==> src/rtl/mips_ctrl_pkg.sv <==
// mips_ctrl_pkg: shared opcodes, sequencer state encoding and opcode helpers
package mips_ctrl_pkg;
   localparam logic [5:0] OP_RTYPE = 6'd0;
   localparam logic [5:0] OP_J     = 6'd2;
   localparam logic [5:0] OP_BEQ   = 6'd4;
   localparam logic [5:0] OP_BNE   = 6'd5;
   localparam logic [5:0] OP_LW    = 6'd35;
   localparam logic [5:0] OP_SW    = 6'd43;
   typedef enum logic {IDLE = 1'b0, STALL = 1'b1} seqState_t;
   function automatic logic isBranchOp(input logic [5:0] op);
      return op == OP_BEQ || op == OP_BNE;
   endfunction
endpackage

==> src/rtl/branch_hazard_sequencer_hazard_classifier.sv <==
// hazard_classifier: combinational load-use / branch-operand hazard detection and required stall count
module hazard_classifier
   import mips_ctrl_pkg::*;
#(
   parameter int LW_BEQ_STALLS = 2,
   parameter int CNT_W = 2
) (
   input  logic [5:0]     idOpcode,
   input  logic [4:0]     idRs,
   input  logic [4:0]     idRt,
   input  logic           exMemread,
   input  logic           exRegwrite,
   input  logic [4:0]     exDest,
   input  logic           memMemread,
   input  logic [4:0]     memDest,
   output logic           hazard,
   output logic [CNT_W:0] needStalls
);
   logic usesRs, usesRt, isBranch, exMatch, memMatch;
   // source usage, register matches ($0 never matches) and prioritised stall count
   always_comb begin
      usesRs = idOpcode != OP_J;
      usesRt = idOpcode inside {OP_RTYPE, OP_BEQ, OP_BNE, OP_SW};
      isBranch = isBranchOp(idOpcode);
      exMatch = exDest != 5'd0 && ((usesRs && exDest == idRs) || (usesRt && exDest == idRt));
      memMatch = memDest != 5'd0 && ((usesRs && memDest == idRs) || (usesRt && memDest == idRt));
      needStalls = (exMemread && exMatch && isBranch) ? (CNT_W+1)'(LW_BEQ_STALLS)
                 : ((exMemread && exMatch) || (exRegwrite && exMatch && isBranch) ||
                    (memMemread && memMatch && isBranch)) ? (CNT_W+1)'(1) : '0;
      hazard = needStalls != '0;
   end
endmodule

==> src/rtl/branch_hazard_sequencer.sv <==
// branch_hazard_sequencer: ID-stage stall sequencer and IF/ID flush control; HAZ_SEQ_PERF_CNT_EN adds stall/flush counters
module branch_hazard_sequencer
   import mips_ctrl_pkg::*;
#(
   parameter int LW_BEQ_STALLS = 2,
   parameter int CNT_W = 2
) (
   input  logic        clk,
   input  logic        reset,
   input  logic [5:0]  id_opcode,
   input  logic [4:0]  id_rs,
   input  logic [4:0]  id_rt,
   input  logic        ex_memread,
   input  logic        ex_regwrite,
   input  logic [4:0]  ex_dest,
   input  logic        mem_memread,
   input  logic [4:0]  mem_dest,
   input  logic        id_branch_taken,
   output logic        pc_write,
   output logic        if_id_write,
   output logic        if_id_flush,
   output logic        id_ex_bubble,
   output logic        stall_active
`ifdef HAZ_SEQ_PERF_CNT_EN
   ,
   output logic [31:0] stall_cycles,
   output logic [31:0] flush_count
`endif
);
   seqState_t state, nextState;
   logic [CNT_W-1:0] cnt, nextCnt;
   logic hazard, stall;
   logic [CNT_W:0] needStalls;

   hazard_classifier #(.LW_BEQ_STALLS(LW_BEQ_STALLS), .CNT_W(CNT_W)) classifier (
      .idOpcode(id_opcode),
      .idRs(id_rs),
      .idRt(id_rt),
      .exMemread(ex_memread),
      .exRegwrite(ex_regwrite),
      .exDest(ex_dest),
      .memMemread(mem_memread),
      .memDest(mem_dest),
      .hazard(hazard),
      .needStalls(needStalls)
   );

   // state and remaining-stall counter
   always_ff @(posedge clk or posedge reset) begin
      if (reset) begin
         state <= IDLE;
         cnt <= '0;
      end else begin
         state <= nextState;
         cnt <= nextCnt;
      end
   end

   // single-cycle hazards stay in IDLE and re-evaluate; longer ones count down in STALL
   always_comb begin
      nextState = state;
      nextCnt = cnt;
      if (state == IDLE) begin
         if (hazard && needStalls > (CNT_W+1)'(1)) begin
            nextState = STALL;
            nextCnt = CNT_W'(needStalls - (CNT_W+1)'(2));
         end
      end else if (cnt == '0) nextState = IDLE;
      else nextCnt = cnt - CNT_W'(1);
   end

   // Mealy outputs; a stall (or reset) always wins over a branch/jump flush
   always_comb begin
      stall = reset || state == STALL || hazard;
      pc_write = !stall;
      if_id_write = !stall;
      id_ex_bubble = stall;
      if_id_flush = !stall && ((isBranchOp(id_opcode) && id_branch_taken) || id_opcode == OP_J);
      stall_active = !reset && state == STALL;
   end

`ifdef HAZ_SEQ_PERF_CNT_EN
   // saturating stall-cycle and flush event counters
   always_ff @(posedge clk or posedge reset) begin
      if (reset) begin
         stall_cycles <= '0;
         flush_count <= '0;
      end else begin
         if (!pc_write && stall_cycles != '1) stall_cycles <= stall_cycles + 32'd1;
         if (if_id_flush && flush_count != '1) flush_count <= flush_count + 32'd1;
      end
   end
`endif
endmodule

==> config.mk <==
export PLATFORM = sky130hd
export DESIGN_NAME = branch_hazard_sequencer
export DESIGN_NICKNAME = d
export VERILOG_FILES = /design/src/rtl/mips_ctrl_pkg.sv /design/src/rtl/branch_hazard_sequencer_hazard_classifier.sv /design/src/rtl/branch_hazard_sequencer.sv
export SDC_FILE = /design/constraint.sdc
export NUM_CORES = 1
export LEC_CHECK = 0
export ABC_AREA = 1
export CAP_MARGIN = 30
export CORE_MARGIN = 2
export CORE_UTILIZATION = 30
export CTS_CLUSTER_DIAMETER = 150
export CTS_CLUSTER_SIZE = 12
export DETAILED_ROUTE_END_ITERATION = 12
export GPL_ROUTABILITY_DRIVEN = 0
export PLACE_DENSITY_LB_ADDON = 0.05
export SLEW_MARGIN = 20
export SYNTH_ARGS = -nofsm -noshare
export SYNTH_HDL_FRONTEND = slang
export SYNTH_SLANG_ARGS = --single-unit
==> constraint.sdc <==
create_clock -name clk -period 2.26 [get_ports clk]
set_clock_uncertainty 0.1 [all_clocks]
set_input_delay 0.678 -clock clk [delete_from_list [all_inputs] [get_ports clk]]
set_output_delay 0.678 -clock clk [all_outputs]
set_load 0.05 [all_outputs]
==> metrics.txt <==
status finished with violations; violated checks setup timing; initial antenna violation count 0; DRT antenna net count 0; cells on worst reg2reg path 6; share of cells above drive strength 1 0.537; minimum clock period 2.67 ns; ant diodes 0; Layout area overhead 95.9%; critical path class in -> out; FF+latch area 75.1 um2; grt ovf 0; combined area of the multi-input logic cells 629 um2; Mapped Cells 114; Port Buf Inserts 36; Final TNS setup -1.50 ns; Die Wd 51.1 um; Post-synth top cells nand2_1 (26), inv_1 (20), nor2_1 (14); Main synth FF type dfrtp_1; critical path's slowest cell clkdlybuf4s50_1; Distinct cells, synth 21; Synth top area share 0.147; Fmax 375 MHz; root buffer cell clkbuf_4; nature of the critical path endpoint output port; Worst-Margin Slew 0.219 ns; crit share post-route 1.18; starting density of the core 0.309; critical path fanouts, max 3; CP cell instances clkdlybuf4s50_1 -> o31ai_2 -> nand3b_1 -> nand4_4 -> clkinvlp_4 -> buf_12; CTS max path bufs 2; All-Layer GR Usage 0.163; clock sink total 3; die span in y 51.1 um; vias in the first global route 825; pins over their slew limit 0; Max IR drop VDD 0.321 mV; count leader, synth nand2_1; largest net degree at the start of global routing 6; Area contributors post-synth nand2_1 (15%), xnor2_1 (12%), dfrtp_1 (11%); Post-Place Worst Slack -0.813 ns; Fillers 205; Vias 839; Power Density 265 nW/um2; GRT Max-Usage Layer met2; Mapped Area 664 um2; Leakage 0.667 nW; RSZ-0062 raised after global routing true; Post-synth EDFFs 0; Syn Nets 147; DRC viols 0; max incr delay on CP 0.47 ns; TritonRoute pass-1 iters 4; row cnt 17; first-pass GRT wire length 3.37 mm; asr flop ratio synth 1.00; I/O pins 37; Final WS setup -0.408 ns; post-synthesis sequential area ratio 0.113; final setup fails 4; CTS tree done; worst skew pair latency 0.23 ns; worst endpoint required time 1.48 ns; Hold-fix buffers, CTS 0; Post-Route WL 1.87 mm; average cell area after synthesis 5.83 um2; relative slew slack 0.853; GR Util met2 0.299; Hold WS 0.370 ns; WP data arrival 1.89 ns; Hold Path Class in -> async; number of max-cap violations 0; Avg Vias per Cell 4.42; total power draw 0.345 mW; grt met1 use 0.210; Avg WL per Cell 9.82 um; warnings from Yosys 0; largest area contributor in the netlist nand2_1; Critical Path Start Type input pin; total core area 2150 um2; register bit count reported by yosys 3; Starting DRT DRC Count 9; hpwl dp 1.53 mm; M3 GR Usage 0.0117; full die area 2610 um2; H-Tree Depth 1; nets 196; Final Hold Violating Endpoints 0; CTS clk-pin slew, worst paths 0.04 ns; Num CTS Buffers 3
==> flip-flops by register name, indices dropped and copies added, names as in the netlist <==
signal and cells:
cnt 2, state 1
==> cell families (layout without fill, tap and decap cells) <==
family | Yosys count | count (layout) | synth area share
fa+ha+maj | 1 | 1 | 0.0188
xor+xnor | 14 | 14 | 0.185
flops | 3 | 3 | 0.113
buf+inv | 24 | 72 | 0.141
simple gates | 67 | 67 | 0.499
compound gates | 5 | 5 | 0.0433
==> layer usage <==
| layer | share of wire | vias to the layer above |
|---|---|---|
| met4 | 0 | 0 |
| met5 | 0 | - |
| met1 | 0.43 | 378 |
| met2 | 0.52 | 20 |
| met3 | 0.048 | 0 |
| li1 | - | 441 |
==> stage by stage <==
| stage | cell area, um2 | cells | util |
|---|---|---|---|
| after floorplan | 694 | 114 | - |
| after global placement | 1180 | 185 | 0.552 |
| after detailed placement | 1180 | 185 | 0.552 |
| after CTS | 1260 | 189 | 0.589 |
| after global routing | 1300 | 190 | 0.606 |
| final | 1300 | 190 | 0.606 |
==> placed cells by master (no fill, tap or decap), drive strengths merged <==
master / netlist / routed
nor3: 1 / 1
nand2: 31 / 31
nand4: 2 / 2
nand3b: 1 / 1
o21ai: 3 / 3
inv: 23 / 22
o22ai: 1 / 1
clkbuf: 0 / 4
ha: 1 / 1
or2: 1 / 1
clkdlybuf4s15: 0 / 1
nand3: 11 / 11
clkinvlp: 0 / 1
buf: 1 / 39
xnor2: 9 / 9
nor2: 20 / 20
xor2: 5 / 5
dlymetal6s2s: 0 / 1
dfrtp: 3 / 3
clkdlybuf4s50: 0 / 4
o31ai: 1 / 1
==> worst max-delay path: cells and delay by family <==
kind	cells	cell delay, ns
compound gates	1	0.07
buf+inv	3	0.79
simple gates	2	0.36
==> power by group <==
part	internal (mW)	switching, mW
clock network	0.0660	0.0253
logic	0.105	0.0940
registers	0.0541	0.0000193
total	0.225	0.119
==> final cells by class <==
| class | instances | share of cell area |
|---|---|---|
| multi-input combinational | 87 | 0.484 |
| timing repair buffer | 45 | 0.342 |
| inverter | 23 | 0.0692 |
| sequential | 3 | 0.0577 |
| tap | 28 | 0.0269 |
| clock buffer | 4 | 0.0202 |
==> worst paths after layout <==
| path | from | slack, ns | end |
|---|---|---|---|
| worst max-delay path | mem_memread | -0.41 | if_id_write |
| worst min-delay path | reset | 0.37 | state |
| worst max register to register | cnt[0] | 1.02 | cnt[1] |
| worst min register to register | cnt[1] | 0.40 | cnt[1] |
| max in group asynchronous | reset | 1.57 | cnt[0] |
| min in group clk | cnt[1] | 0.40 | cnt[1] |
==> repair_timing <==
item | 4_1_cts | 5_1_grt
setup buffers | 0 | 1
endpoints found under the setup margin | 5 | 5
gates resized for setup | 150 | 7
pin swaps | 36 | 9
No activity file was read; power rests on OpenSTA's default activity.
